<file path="config.mk">
export PLATFORM = sky130hd
export DESIGN_NAME = round_combat_controller_flat
export DESIGN_NICKNAME = d
export VERILOG_FILES = /design/src/rtl/round_combat_controller_if.sv /design/src/rtl/round_combat_controller.sv /design/src/flat_wrapper.sv
export SDC_FILE = /design/constraint.sdc
export NUM_CORES = 1
export LEC_CHECK = 0
export ABC_AREA = 1
export BUFFER_PORTS_ARGS = -buffer_cell sky130_fd_sc_hd__buf_2
export CAP_MARGIN = 5
export CELL_PAD_IN_SITES_DETAIL_PLACEMENT = 0
export CELL_PAD_IN_SITES_GLOBAL_PLACEMENT = 1
export CORE_MARGIN = 4
export CORE_UTILIZATION = 37
export DETAILED_ROUTE_END_ITERATION = 8
export PLACE_DENSITY_LB_ADDON = 0.3
export SLEW_MARGIN = 20
export SYNTH_ARGS = -nofsm -noshare
export SYNTH_HDL_FRONTEND = slang
export SYNTH_SLANG_ARGS = --single-unit
</file>
<file path="constraint.sdc">
create_clock -name Clk -period 2.88 [get_ports Clk]
set_input_delay 0.576 -clock Clk [delete_from_list [all_inputs] [get_ports Clk]]
set_output_delay 0.576 -clock Clk [all_outputs]
set_load 0.005 [all_outputs]
</file>
<file path="src/rtl/round_combat_controller_if.sv">
// Hit-request handshake bundle between the two hit-detection units and the
// round controller: per-character request, damage value and acceptance pulse.
interface round_combat_controller_if #(
   parameter int DMG_W = 8
);
   logic             hit1_req;
   logic [DMG_W-1:0] hit1_dmg;
   logic             hit1_ack;
   logic             hit2_req;
   logic [DMG_W-1:0] hit2_dmg;
   logic             hit2_ack;

   modport master (
      output hit1_req, hit1_dmg, hit2_req, hit2_dmg,
      input  hit1_ack, hit2_ack
   );

   modport slave (
      input  hit1_req, hit1_dmg, hit2_req, hit2_dmg,
      output hit1_ack, hit2_ack
   );
endinterface

</file>
<file path="src/rtl/round_combat_controller.sv">
// One fighting round: HP registers, round timer, KO/time-up detection and
// round-robin hit arbitration. Optional combo damage scaling: COMBO_SCALE_EN.
module round_combat_controller #(
   parameter int HP_MAX         = 100,
   parameter int HP_W           = 8,
   parameter int DMG_W          = 8,
   parameter int ROUND_SEC      = 60,
   parameter int FRAMES_PER_SEC = 60,
   parameter int COMBO_WINDOW   = 30
) (
   input  logic                     Clk,
   input  logic                     Reset_n,
   input  logic                     round_start,
   input  logic                     frame_tick,
   round_combat_controller_if.slave hits,
   output logic [HP_W-1:0]          hp1,
   output logic [HP_W-1:0]          hp2,
   output logic [6:0]               round_time,
   output logic                     round_active,
   output logic                     game_over,
   output logic [1:0]               winner
);

   localparam int W    = (HP_W > DMG_W) ? HP_W : DMG_W;
   localparam int FC_W = $clog2(FRAMES_PER_SEC + 1);

   typedef enum logic [1:0] {IDLE, FIGHT, OVER} state_t;

   state_t            state, state_n;
   logic [HP_W-1:0]   hp1_n, hp2_n;
   logic [6:0]        time_n;
   logic [FC_W-1:0]   fcnt, fcnt_n;
   logic [1:0]        winner_n;
   logic              prio, prio_n;      // 0: hit1 wins next contention
   logic              ack1, ack2, ack1_n, ack2_n;
   logic              elig1, elig2, grant1, grant2, ko, time_up;
   logic [DMG_W-1:0]  dmg1, dmg2;

`ifdef COMBO_SCALE_EN
   localparam int CF_W = $clog2(COMBO_WINDOW + 2);
   logic [1:0]        last_atk, last_atk_n;
   logic [1:0]        combo, combo_n, combo1, combo2;
   logic [CF_W-1:0]   since, since_n;
`endif

   function automatic logic [HP_W-1:0] apply_hit(input logic [HP_W-1:0] hp,
                                                 input logic [DMG_W-1:0] dmg);
      logic [W-1:0] h, d;
      h = W'(hp);
      d = W'(dmg);
      return (d >= h) ? '0 : HP_W'(h - d);
   endfunction

   assign hits.hit1_ack = ack1;
   assign hits.hit2_ack = ack2;
   assign round_active  = (state == FIGHT);
   assign game_over     = (state == OVER);

   always_ff @(posedge Clk or negedge Reset_n) begin
      if (!Reset_n) begin
         state      <= IDLE;
         hp1        <= HP_W'(HP_MAX);
         hp2        <= HP_W'(HP_MAX);
         round_time <= 7'(ROUND_SEC);
         fcnt       <= '0;
         winner     <= 2'b00;
         prio       <= 1'b0;
         ack1       <= 1'b0;
         ack2       <= 1'b0;
`ifdef COMBO_SCALE_EN
         last_atk   <= 2'd0;
         combo      <= 2'd0;
         since      <= '0;
`endif
      end else begin
         state      <= state_n;
         hp1        <= hp1_n;
         hp2        <= hp2_n;
         round_time <= time_n;
         fcnt       <= fcnt_n;
         winner     <= winner_n;
         prio       <= prio_n;
         ack1       <= ack1_n;
         ack2       <= ack2_n;
`ifdef COMBO_SCALE_EN
         last_atk   <= last_atk_n;
         combo      <= combo_n;
         since      <= since_n;
`endif
      end
   end

   always_comb begin
      state_n  = state;
      hp1_n    = hp1;
      hp2_n    = hp2;
      time_n   = round_time;
      fcnt_n   = fcnt;
      winner_n = winner;
      prio_n   = prio;
      ack1_n   = 1'b0;
      ack2_n   = 1'b0;
      ko       = 1'b0;
      time_up  = 1'b0;
      grant1   = 1'b0;
      grant2   = 1'b0;
      dmg1     = hits.hit1_dmg;
      dmg2     = hits.hit2_dmg;
      // A request whose ack is currently visible is already served.
      elig1    = hits.hit1_req & ~ack1;
      elig2    = hits.hit2_req & ~ack2;
`ifdef COMBO_SCALE_EN
      last_atk_n = last_atk;
      combo_n    = combo;
      since_n    = since;
      combo1 = (last_atk == 2'd1 && since <= CF_W'(COMBO_WINDOW))
               ? ((combo == 2'd3) ? 2'd3 : combo + 2'd1) : 2'd1;
      combo2 = (last_atk == 2'd2 && since <= CF_W'(COMBO_WINDOW))
               ? ((combo == 2'd3) ? 2'd3 : combo + 2'd1) : 2'd1;
      if (combo1 == 2'd3) dmg1 = hits.hit1_dmg >> 1;
      if (combo2 == 2'd3) dmg2 = hits.hit2_dmg >> 1;
`endif

      if (round_start) begin
         hp1_n    = HP_W'(HP_MAX);
         hp2_n    = HP_W'(HP_MAX);
         time_n   = 7'(ROUND_SEC);
         fcnt_n   = '0;
         winner_n = 2'b00;
         state_n  = FIGHT;
`ifdef COMBO_SCALE_EN
         last_atk_n = 2'd0;
         combo_n    = 2'd0;
         since_n    = '0;
`endif
      end else begin
         if (elig1 && elig2) begin
            grant1 = ~prio;
            grant2 = prio;
            prio_n = ~prio;
         end else begin
            grant1 = elig1;
            grant2 = elig2;
         end
         ack1_n = grant1;
         ack2_n = grant2;

         if (state == FIGHT) begin
            if (grant1) begin
               hp2_n = apply_hit(hp2, dmg1);
               if (hp2_n == '0) begin
                  ko       = 1'b1;
                  winner_n = 2'b01;
               end
            end
            if (grant2) begin
               hp1_n = apply_hit(hp1, dmg2);
               if (hp1_n == '0) begin
                  ko       = 1'b1;
                  winner_n = 2'b10;
               end
            end
`ifdef COMBO_SCALE_EN
            if (grant1 || grant2) begin
               last_atk_n = grant1 ? 2'd1 : 2'd2;
               combo_n    = grant1 ? combo1 : combo2;
               since_n    = '0;
            end else if (frame_tick && since != CF_W'(COMBO_WINDOW + 1)) begin
               since_n = since + 1'b1;
            end
`endif
            if (frame_tick) begin
               if (fcnt == FC_W'(FRAMES_PER_SEC - 1)) begin
                  fcnt_n = '0;
                  if (round_time != 7'd0) begin
                     time_n  = round_time - 7'd1;
                     time_up = (round_time == 7'd1);
                  end
               end else begin
                  fcnt_n = fcnt + 1'b1;
               end
            end
            // KO has already chosen the winner when both happen together.
            if (ko) begin
               state_n = OVER;
            end else if (time_up) begin
               state_n  = OVER;
               winner_n = (hp1_n > hp2_n) ? 2'b01 :
                          (hp2_n > hp1_n) ? 2'b10 : 2'b11;
            end
         end
      end
   end

endmodule
</file>
<file path="src/flat_wrapper.sv">
// flat-port wrapper written by rule: the top's interface ports become plain ports
module round_combat_controller_flat 
#(
   parameter int HP_MAX         = 100,
   parameter int HP_W           = 8,
   parameter int DMG_W          = 8,
   parameter int ROUND_SEC      = 60,
   parameter int FRAMES_PER_SEC = 60,
   parameter int COMBO_WINDOW   = 30
)
  (Clk, Reset_n, round_start, frame_tick, hp1, hp2, round_time, round_active, game_over, winner, hits_hit1_req, hits_hit1_dmg, hits_hit2_req, hits_hit2_dmg, hits_hit1_ack, hits_hit2_ack);
  round_combat_controller_if #(.DMG_W(DMG_W)) hits_i ();
  input  logic Clk;
  input  logic Reset_n;
  input  logic round_start;
  input  logic frame_tick;
  output logic [HP_W-1:0] hp1;
  output logic [HP_W-1:0] hp2;
  output logic [6:0] round_time;
  output logic round_active;
  output logic game_over;
  output logic [1:0] winner;
  input wire logic [$bits(hits_i.hit1_req)-1:0] hits_hit1_req;
  input wire logic [$bits(hits_i.hit1_dmg)-1:0] hits_hit1_dmg;
  input wire logic [$bits(hits_i.hit2_req)-1:0] hits_hit2_req;
  input wire logic [$bits(hits_i.hit2_dmg)-1:0] hits_hit2_dmg;
  output wire logic [$bits(hits_i.hit1_ack)-1:0] hits_hit1_ack;
  output wire logic [$bits(hits_i.hit2_ack)-1:0] hits_hit2_ack;
  assign hits_i.hit1_req = hits_hit1_req;
  assign hits_i.hit1_dmg = hits_hit1_dmg;
  assign hits_i.hit2_req = hits_hit2_req;
  assign hits_i.hit2_dmg = hits_hit2_dmg;
  assign hits_hit1_ack = hits_i.hit1_ack;
  assign hits_hit2_ack = hits_i.hit2_ack;
  round_combat_controller #(.HP_MAX(HP_MAX), .HP_W(HP_W), .DMG_W(DMG_W), .ROUND_SEC(ROUND_SEC), .FRAMES_PER_SEC(FRAMES_PER_SEC), .COMBO_WINDOW(COMBO_WINDOW)) u_core (.Clk(Clk), .Reset_n(Reset_n), .round_start(round_start), .frame_tick(frame_tick), .hits(hits_i), .hp1(hp1), .hp2(hp2), .round_time(round_time), .round_active(round_active), .game_over(game_over), .winner(winner));
endmodule
</file>
==> metrics.md, run 1 <==
| Metric | Value |
|---|---|
| Status | finished clean |
| Layout cells sized above 1 | 0.407 |
| Gr usage total | 0.170 |
| Die span in x | 97.9 microns |
| Post-route ant nets | 0 |
| Reg clk slew, reported paths | 0.08 ns |
| Worst Setup SP | u_core.hp1[0] |
| Die Height | 97.9 microns |
| Avg WL per Cell | 12.6 microns |
| GP Congestion | 0.891 |
| Synth Warn # | 0 |
| Clock Latency Late Sink | 0.29 ns |
| Syn nets | 476 |
| Worst hold path class | in -> async |
| Reg-to-Reg Start | u_core.hp1[0] |
| Num CTS Buffers | 5 |
| Layout area overhead | 44.9% |
| Critical path type | reg -> reg |
| Power per cell area | 672 mW/mm^2 |
| DR DRC count | 0 |
| CTS Hold Buffers Added | 0 |
| First-pass DRT Iterations | 4 |
| Synth unique cells | 37 |
| Met2 Track Usage GR | 0.287 |
| #FFs+latches synth | 36 |
| Period utilisation layout | 0.974 |
| Multi-input gate area | 0.00200 sq mm |
| Critical path required time | 3.06 ns |
| Most common cell after layout, fill and taps aside | nand2_1 |
| Sequential Area | 913 sq um |
| Port-buffer cells | 50 |
| Non-filler cells, final | 664 |
| Met3 GRT Util | 0.0207 |
| Most Used Layer, Global Route | met2 |
| Startpoint types | flip-flop |
| Post-synth EDFFs | 0 |
| Maxcap violations | 0 |
| Global route overflow | 0 |
| Relative slew slack | 0.449 |
| RR Endpoint | u_core.winner[1] |
| CTS max path bufs | 2 |
| Via Count | 3154 |
| Register area share after synthesis | 0.306 |
| RSZ-0062 raised after global routing | yes |
| Largest net degree at the start of global routing | 37 |
| Fin Hold WS | 0.375 ns |
| Diodes inserted | 0 |
| Cells after synthesis | 425 |
| Dpl ws | -0.298 ns |
| Routing usage on met1 | 0.236 |
| DR vias/cell | 4.75 |
| Placed insts | 642 |
| Worst-margin pin slew | 0.826 ns |
| Core box area | 0.00781 sq mm |
| Worst reg-to-reg setup slack | 0.07 ns |
| Worst vdd ir | 272 uV |
| Fill cells | 777 |
| Starting DRT DRC Count | 85 |
| Arr. time, crit path | 2.99 ns |
| Worst Setup Slack, final | 0.0739 ns |
| Leak pwr | 2.31 nW |
| Synthesized area per cell | 7.03 sq um |
| Clock sinks | 36 |
| Slew Viols, Final | 0 |
| Maximum net fanout on the critical path | 8 |
| Worst setup EP type | flip-flop |
| Final Critical Period | 2.81 ns |
| Top Ports | 51 |
| Reg2reg path depth | 21 |
| Post-synth ARST share | 1.00 |
| Synth Cell Area | 0.00299 sq mm |
| Initial antenna violation count | 0 |
| Design Power | 2.91 mW |
| CTS tree | yes |
| Fin nets | 612 |
| Die ar. | 0.00958 sq mm |
| Synth Flop Type | dfrtp_1 |
| Dpl hpwl | 6360 microns |
| WL final | 8370 microns |
| Final hold viol count | 0 |
| H-tree levels | 2 |
| Max Clock Skew | 0.0101 ns |
| Max frequency | 0.356 GHz |
| Number of global-route vias before repair | 2987 |
| Rows | 32 |
| Starting density of the core | 0.383 |
| First-pass GRT wire length | 13700 microns |
| Final setup vio count | 0 |
| Clock root buffer | clkbuf_8 |
| Most frequent cells in the layout | 97 x nand2_1, 82 x buf_4, 72 x inv_1 |
critical path, cell delays in order, from the launching register on:
cell,delay (ns)
dfrtp_1,0.39
inv_2,0.09
ha_4,0.13
inv_2,0.04
fa_2,0.40
nand2_2,0.09
nand2_4,0.06
nand3_2,0.08
nand2_2,0.07
nand2_4,0.13
o31ai_1,0.08
buf_4,0.14
ha_4,0.27
nand2_2,0.06
o21ai_1,0.11
nand2_1,0.06
o211ai_1,0.10
o21ai_1,0.09
nor2_1,0.11
nand3_1,0.08
nand3_1,0.07
nand2_1,0.05
area by class of cell:
| class | instances | area share |
|---|---|---|
| clock buffer | 7 | 0.0199 |
| clock inverter | 1 | 0.00173 |
| inverter | 83 | 0.0731 |
| multi-input combinational | 302 | 0.462 |
| sequential | 36 | 0.211 |
| tap | 102 | 0.0295 |
| timing repair buffer | 133 | 0.202 |
Yosys cell counts (3+ instances only):
cell / count / area (sq um)
nand4_1: 4 / 25.0
o21ai_0: 31 / 155
o22ai_1: 6 / 37.5
nor2_2: 5 / 31.3
nand3b_1: 5 / 37.5
nand2_1: 106 / 398
inv_2: 3 / 11.3
nor2_1: 25 / 93.8
dfstp_2: 10 / 263
a21oi_2: 3 / 26.3
nand2_2: 7 / 43.8
o31ai_1: 4 / 30.0
nand3_2: 5 / 50.1
nand3_1: 28 / 140
ha_1: 27 / 338
a21oi_1: 22 / 110
dfrtp_1: 26 / 651
o21ai_1: 3 / 15.0
inv_1: 78 / 293
where the power goes:
part / switching [mW] / internal [mW] / total, mW
combinational: 0.972 / 0.887 / 1.86
clock: 0.187 / 0.195 / 0.381
sequential: 0.0653 / 0.604 / 0.670
total: 1.22 / 1.69 / 2.91
per-stage QoR:
step / setup TNS (ns) / cell area [sq um] / util
floorplan: 0 / 2990 / -
global placement: -0.484 / 3860 / 0.495
detailed placement: -0.530 / 3860 / 0.495
CTS: 0 / 4050 / 0.519
global route: -0.161 / 4330 / 0.555
finish: 0 / 4330 / 0.555
kinds of logic (layout without fill, tap and decap cells):
kind of cell,Yosys count,count (layout),synth area share
fa+ha+maj,29,29,0.126
xor+xnor,2,2,0.00586
buf+inv,87,224,0.112
simple gates,193,193,0.300
flops,36,36,0.306
compound gates,78,78,0.150
metal layers:
metal / share of wire / vias to the layer above
met5: 0 / -
met3: 0.025 / 5
met1: 0.50 / 1458
met2: 0.47 / 42
li1: - / 1649
met4: 0.0063 / 0
worst max path at each step:
stage | end | slack [ns] | depth (start not counted)
6_report | u_core.winner[1] | 0.07 | 21
5_1_grt | u_core.winner[1] | -0.11 | 22
4_1_cts | u_core.winner[1] | 0.02 | 20
3_5_place_dp | u_core.winner[1] | -0.30 | 20
3_3_place_gp | u_core.winner[1] | -0.28 | 20
2_1_floorplan | u_core.winner[1] | 0.05 | 21
repair_timing:
action	in CTS	in global routing
setup endpoints to repair	2	3
gates resized for setup	9	67
buffers inserted	10	6
pin swaps	3	33
endpoints found under the hold margin	0	0
sequential cells by signal, summed over array words and instances, names as in the netlist:
register	cells
u_core.state	2
u_core.hits.hit2_ack	1
u_core.round_time	7
u_core.prio	1
u_core.hp2	8
u_core.fcnt	6
u_core.hp1	8
u_core.hits.hit1_ack	1
u_core.winner	2
Power figures use the tool's default switching activity.
==> run 2: changes to the inputs <==
Settings changed: ABC_AREA 1 to unset, CORE_UTILIZATION 37 to 38, RECOVER_POWER set to 100.
==> metrics.md, run 2 <==
| Metric | Value |
|---|---|
| Status | finished, violations left |
| Failing checks | max-capacitance violations, max-slew violations, negative setup slack |
| Post-synth top cells | 44 x nand2_1, 29 x a21oi_1, 29 x nor2_1 |
| Worst setup EP type | flip-flop |
| Arr. time, crit path | 3.34 ns (+0.35 ns) |
| Register area share after synthesis | 0.312 (+0.00613) |
| Fin util | 0.537 (-0.0176) |
| Max Clock Skew | 0.00799 ns (-0.00209 ns) |
| Starting density of the core | 0.398 (+0.0148) |
| Layout area overhead | 35.1% |
| Worst-margin pin slew | 2.00 ns (+1.18 ns) |
| Design Power | 3.96 mW (+36%) |
| WL final | 8250 microns (-1.4%) |
| Final Critical Period | 3.15 ns (+0.349 ns) |
| Global route overflow | 0 (unchanged) |
| Critical path required time | 3.06 ns (about the same) |
| CTS Hold Buffers Added | 0 (unchanged) |
| Post-route ant nets | 0 (unchanged) |
| Final hold viol count | 0 (unchanged) |
| Worst reg-to-reg setup slack | -0.27 ns (-0.35 ns) |
| First-pass GRT wire length | 13700 microns (-0.40%) |
| Synth Flop Type | dfrtp_1 |
| Diodes inserted | 0 (unchanged) |
| Largest net degree at the start of global routing | 37 (unchanged) |
| Most common cell after layout, fill and taps aside | buf_4 |
| Syn nets | 399 (-16%) |
| Relative slew slack | -0.334 (-0.784) |
| RSZ-0062 raised after global routing | yes |
| Worst hold path class | reg -> reg |
| Startpoint types | flip-flop |
| Top flop regs | u_core.hp1: 8 flops, u_core.hp2: 8 flops, u_core.round_time: 7 flops |
| Clock Latency Late Sink | 0.29 ns (about the same) |
| Yosys top cell area share | 0.222 (+0.00437) |
| #FFs+latches synth | 36 (unchanged) |
| Cells after synthesis | 348 (-18%) |
| CTS max path bufs | 2 (unchanged) |
| Placed insts | 561 (-13%) |
| Avg WL per Cell | 14.5 microns (+15%) |
| Critical path type | reg -> reg |
| DR vias/cell | 5.12 (+7.7%) |
| Die Height | 95.8 microns (-2.1%) |
| Port-buffer cells | 50 (unchanged) |
| Slew Viols, Final | 37 (+37) |
| Fin nets | 522 (-15%) |
| Maximum net fanout on the critical path | 4 (-4) |
| DR DRC count | 0 (unchanged) |
| Layout cells sized above 1 | 0.316 (-0.0918) |
| Largest cells by area after synthesis | dfrtp_1 22%, ha_1 12%, dfstp_2 9.0% |
| Power per cell area | 999 mW/mm^2 (+49%) |
| Most frequent cell after synthesis | nand2_1 |
| Num CTS Buffers | 5 (unchanged) |
| First-pass DRT Iterations | 4 (unchanged) |
| Via Count | 2922 (-7.4%) |
| H-tree levels | 2 (unchanged) |
| CTS tree | yes |
| Core box area | 0.00737 sq mm (-5.6%) |
| Synth unique cells | 61 (+65%) |
| Synth Cell Area | 0.00293 sq mm (-2.0%) |
| Most frequent cells in the layout | 63 x buf_4, 44 x nand2_1, 40 x buf_2 |
| Post-synth EDFFs | 0 (unchanged) |
| Die ar. | 0.00918 sq mm (-4.2%) |
| Die span in x | 95.8 microns (-2.1%) |
| Rows | 31 (-3.1%) |
| DP Area | 0.00384 sq mm (-0.52%) |
| Synth area leader | dfrtp_1 |
| Gr usage total | 0.188 (+0.0181) |
| Non-filler cells, final | 571 (-14%) |
| Clock sinks | 36 (unchanged) |
| Dpl hpwl | 6370 microns (+0.25%) |
| Worst Setup Slack, final | -0.275 ns (-0.349 ns) |
| Clock root buffer | clkbuf_8 |
| Final Cell Area | 0.00396 sq mm (-8.6%) |
| Leak pwr | 1.81 nW (-21%) |
| Synthesized area per cell | 8.42 sq um (+20%) |
| Max frequency | 0.317 GHz (-11%) |
| Worst vdd ir | 387 uV (+42%) |
| Starting DRT DRC Count | 141 (+66%) |
| Initial antenna violation count | 0 (unchanged) |
| Maxcap violations | 1 (+1) |
| Synth Warn # | 0 (unchanged) |
| Final setup vio count | 2 (+2) |
| Post-synth ARST share | 1.00 (unchanged) |
| Reg clk slew, reported paths | 0.07 ns (about the same) |
| Number of global-route vias before repair | 2878 (-3.6%) |
| Top Ports | 51 (unchanged) |
| Period utilisation layout | 1.10 (+0.121) |
| GP Congestion | 0.844 (-5.3%) |
==> run 2: cell count changes after synthesis, sizes merged, moves of 4 or more <==
cell and delta:
a211oi +9, a21oi +5, clkbuf +6, inv -55, nand2 -71, nand2b +4, nand3 -24, nor2b +6
nor3 +14, o211ai +5, o21ai -20, xnor2 +7, xor2 +5
==> run 2: path summary, 6_finish.rpt <==
path | start | to | cells past startpoint
worst max-delay path | u_core.hp1[2] | u_core.winner[0] | 14
worst min-delay path | u_core.prio | u_core.prio | 1
worst max register to register | u_core.hp1[2] | u_core.winner[0] | 14
worst min register to register | u_core.prio | u_core.prio | 1
max in group asynchronous | Reset_n | u_core.fcnt[3] | 1
min in group asynchronous | Reset_n | u_core.round_time[1] | 1
==> run 2: cell families after synthesis <==
logic type      count (synthesis)  synth area share
simple gates                  136             0.231
flops                          36             0.312
compound gates                 94             0.228
buf+inv                        37            0.0517
xor+xnor                       14            0.0418
mux                             2           0.00726
fa+ha+maj                      29             0.129
==> run 2: stage by stage <==
stage | worst slack [ns] | TNS [ns] | hold WS [ns]
2_1_floorplan | -0.513 | -1.01 | 0.280
3_3_place_gp | -0.632 | -1.24 | 0.499
3_5_place_dp | -0.666 | -1.32 | 0.508
4_1_cts | -0.293 | -0.574 | 0.403
5_1_grt | -0.511 | -1.00 | 0.545
6_report | -0.275 | -0.547 | 0.519
==> run 2: what timing repair did <==
action	in CTS	in global routing
gates cloned	0	0
pin swaps	18	4
endpoints found under the setup margin	2	2
gates resized for setup	14	1
buffers inserted	1	1
==> run 2: area by class of cell <==
type	instances	area (sq um)
clock buffer	5	68.8
clock inverter	3	42.5
fill	741	3410
inverter	26	97.6
multi-input combinational	275	1930
sequential	36	913
tap	99	124
timing repair buffer	127	787
==> run 2: critical path, stage by stage (launching register included) <==
cell      delay [ns]
dfstp_2         0.55
ha_1            0.29
buf_4           0.16
o21a_1          0.17
o31a_1          0.14
o21a_1          0.19
o311ai_2        0.31
o31ai_2         0.12
ha_1            0.32
nand4_1         0.13
a21oi_1         0.06
a211o_1         0.25
mux2i_1         0.13
a21oi_1         0.08
o21a_1          0.13
==> run 2: per-layer routing <==
layer / global-route usage / up-vias / share of wire / wire, microns
met5: 0 / - / 0 / 0
met4: 0.0545 / 0 / 0.016 / 128
met3: 0.0227 / 10 / 0.029 / 237
met2: 0.321 / 55 / 0.47 / 3910
met1: 0.249 / 1358 / 0.48 / 3980
li1: - / 1499 / - / -
==> run 2: where the power goes <==
group / total [mW] / internal (mW) / leakage, nW / switching [mW]
clock: 0.456 / 0.256 / 0.0541 / 0.199
combinational: 2.73 / 1.34 / 1.31 / 1.40
sequential: 0.767 / 0.662 / 0.447 / 0.105
total: 3.96 / 2.26 / 1.81 / 1.70
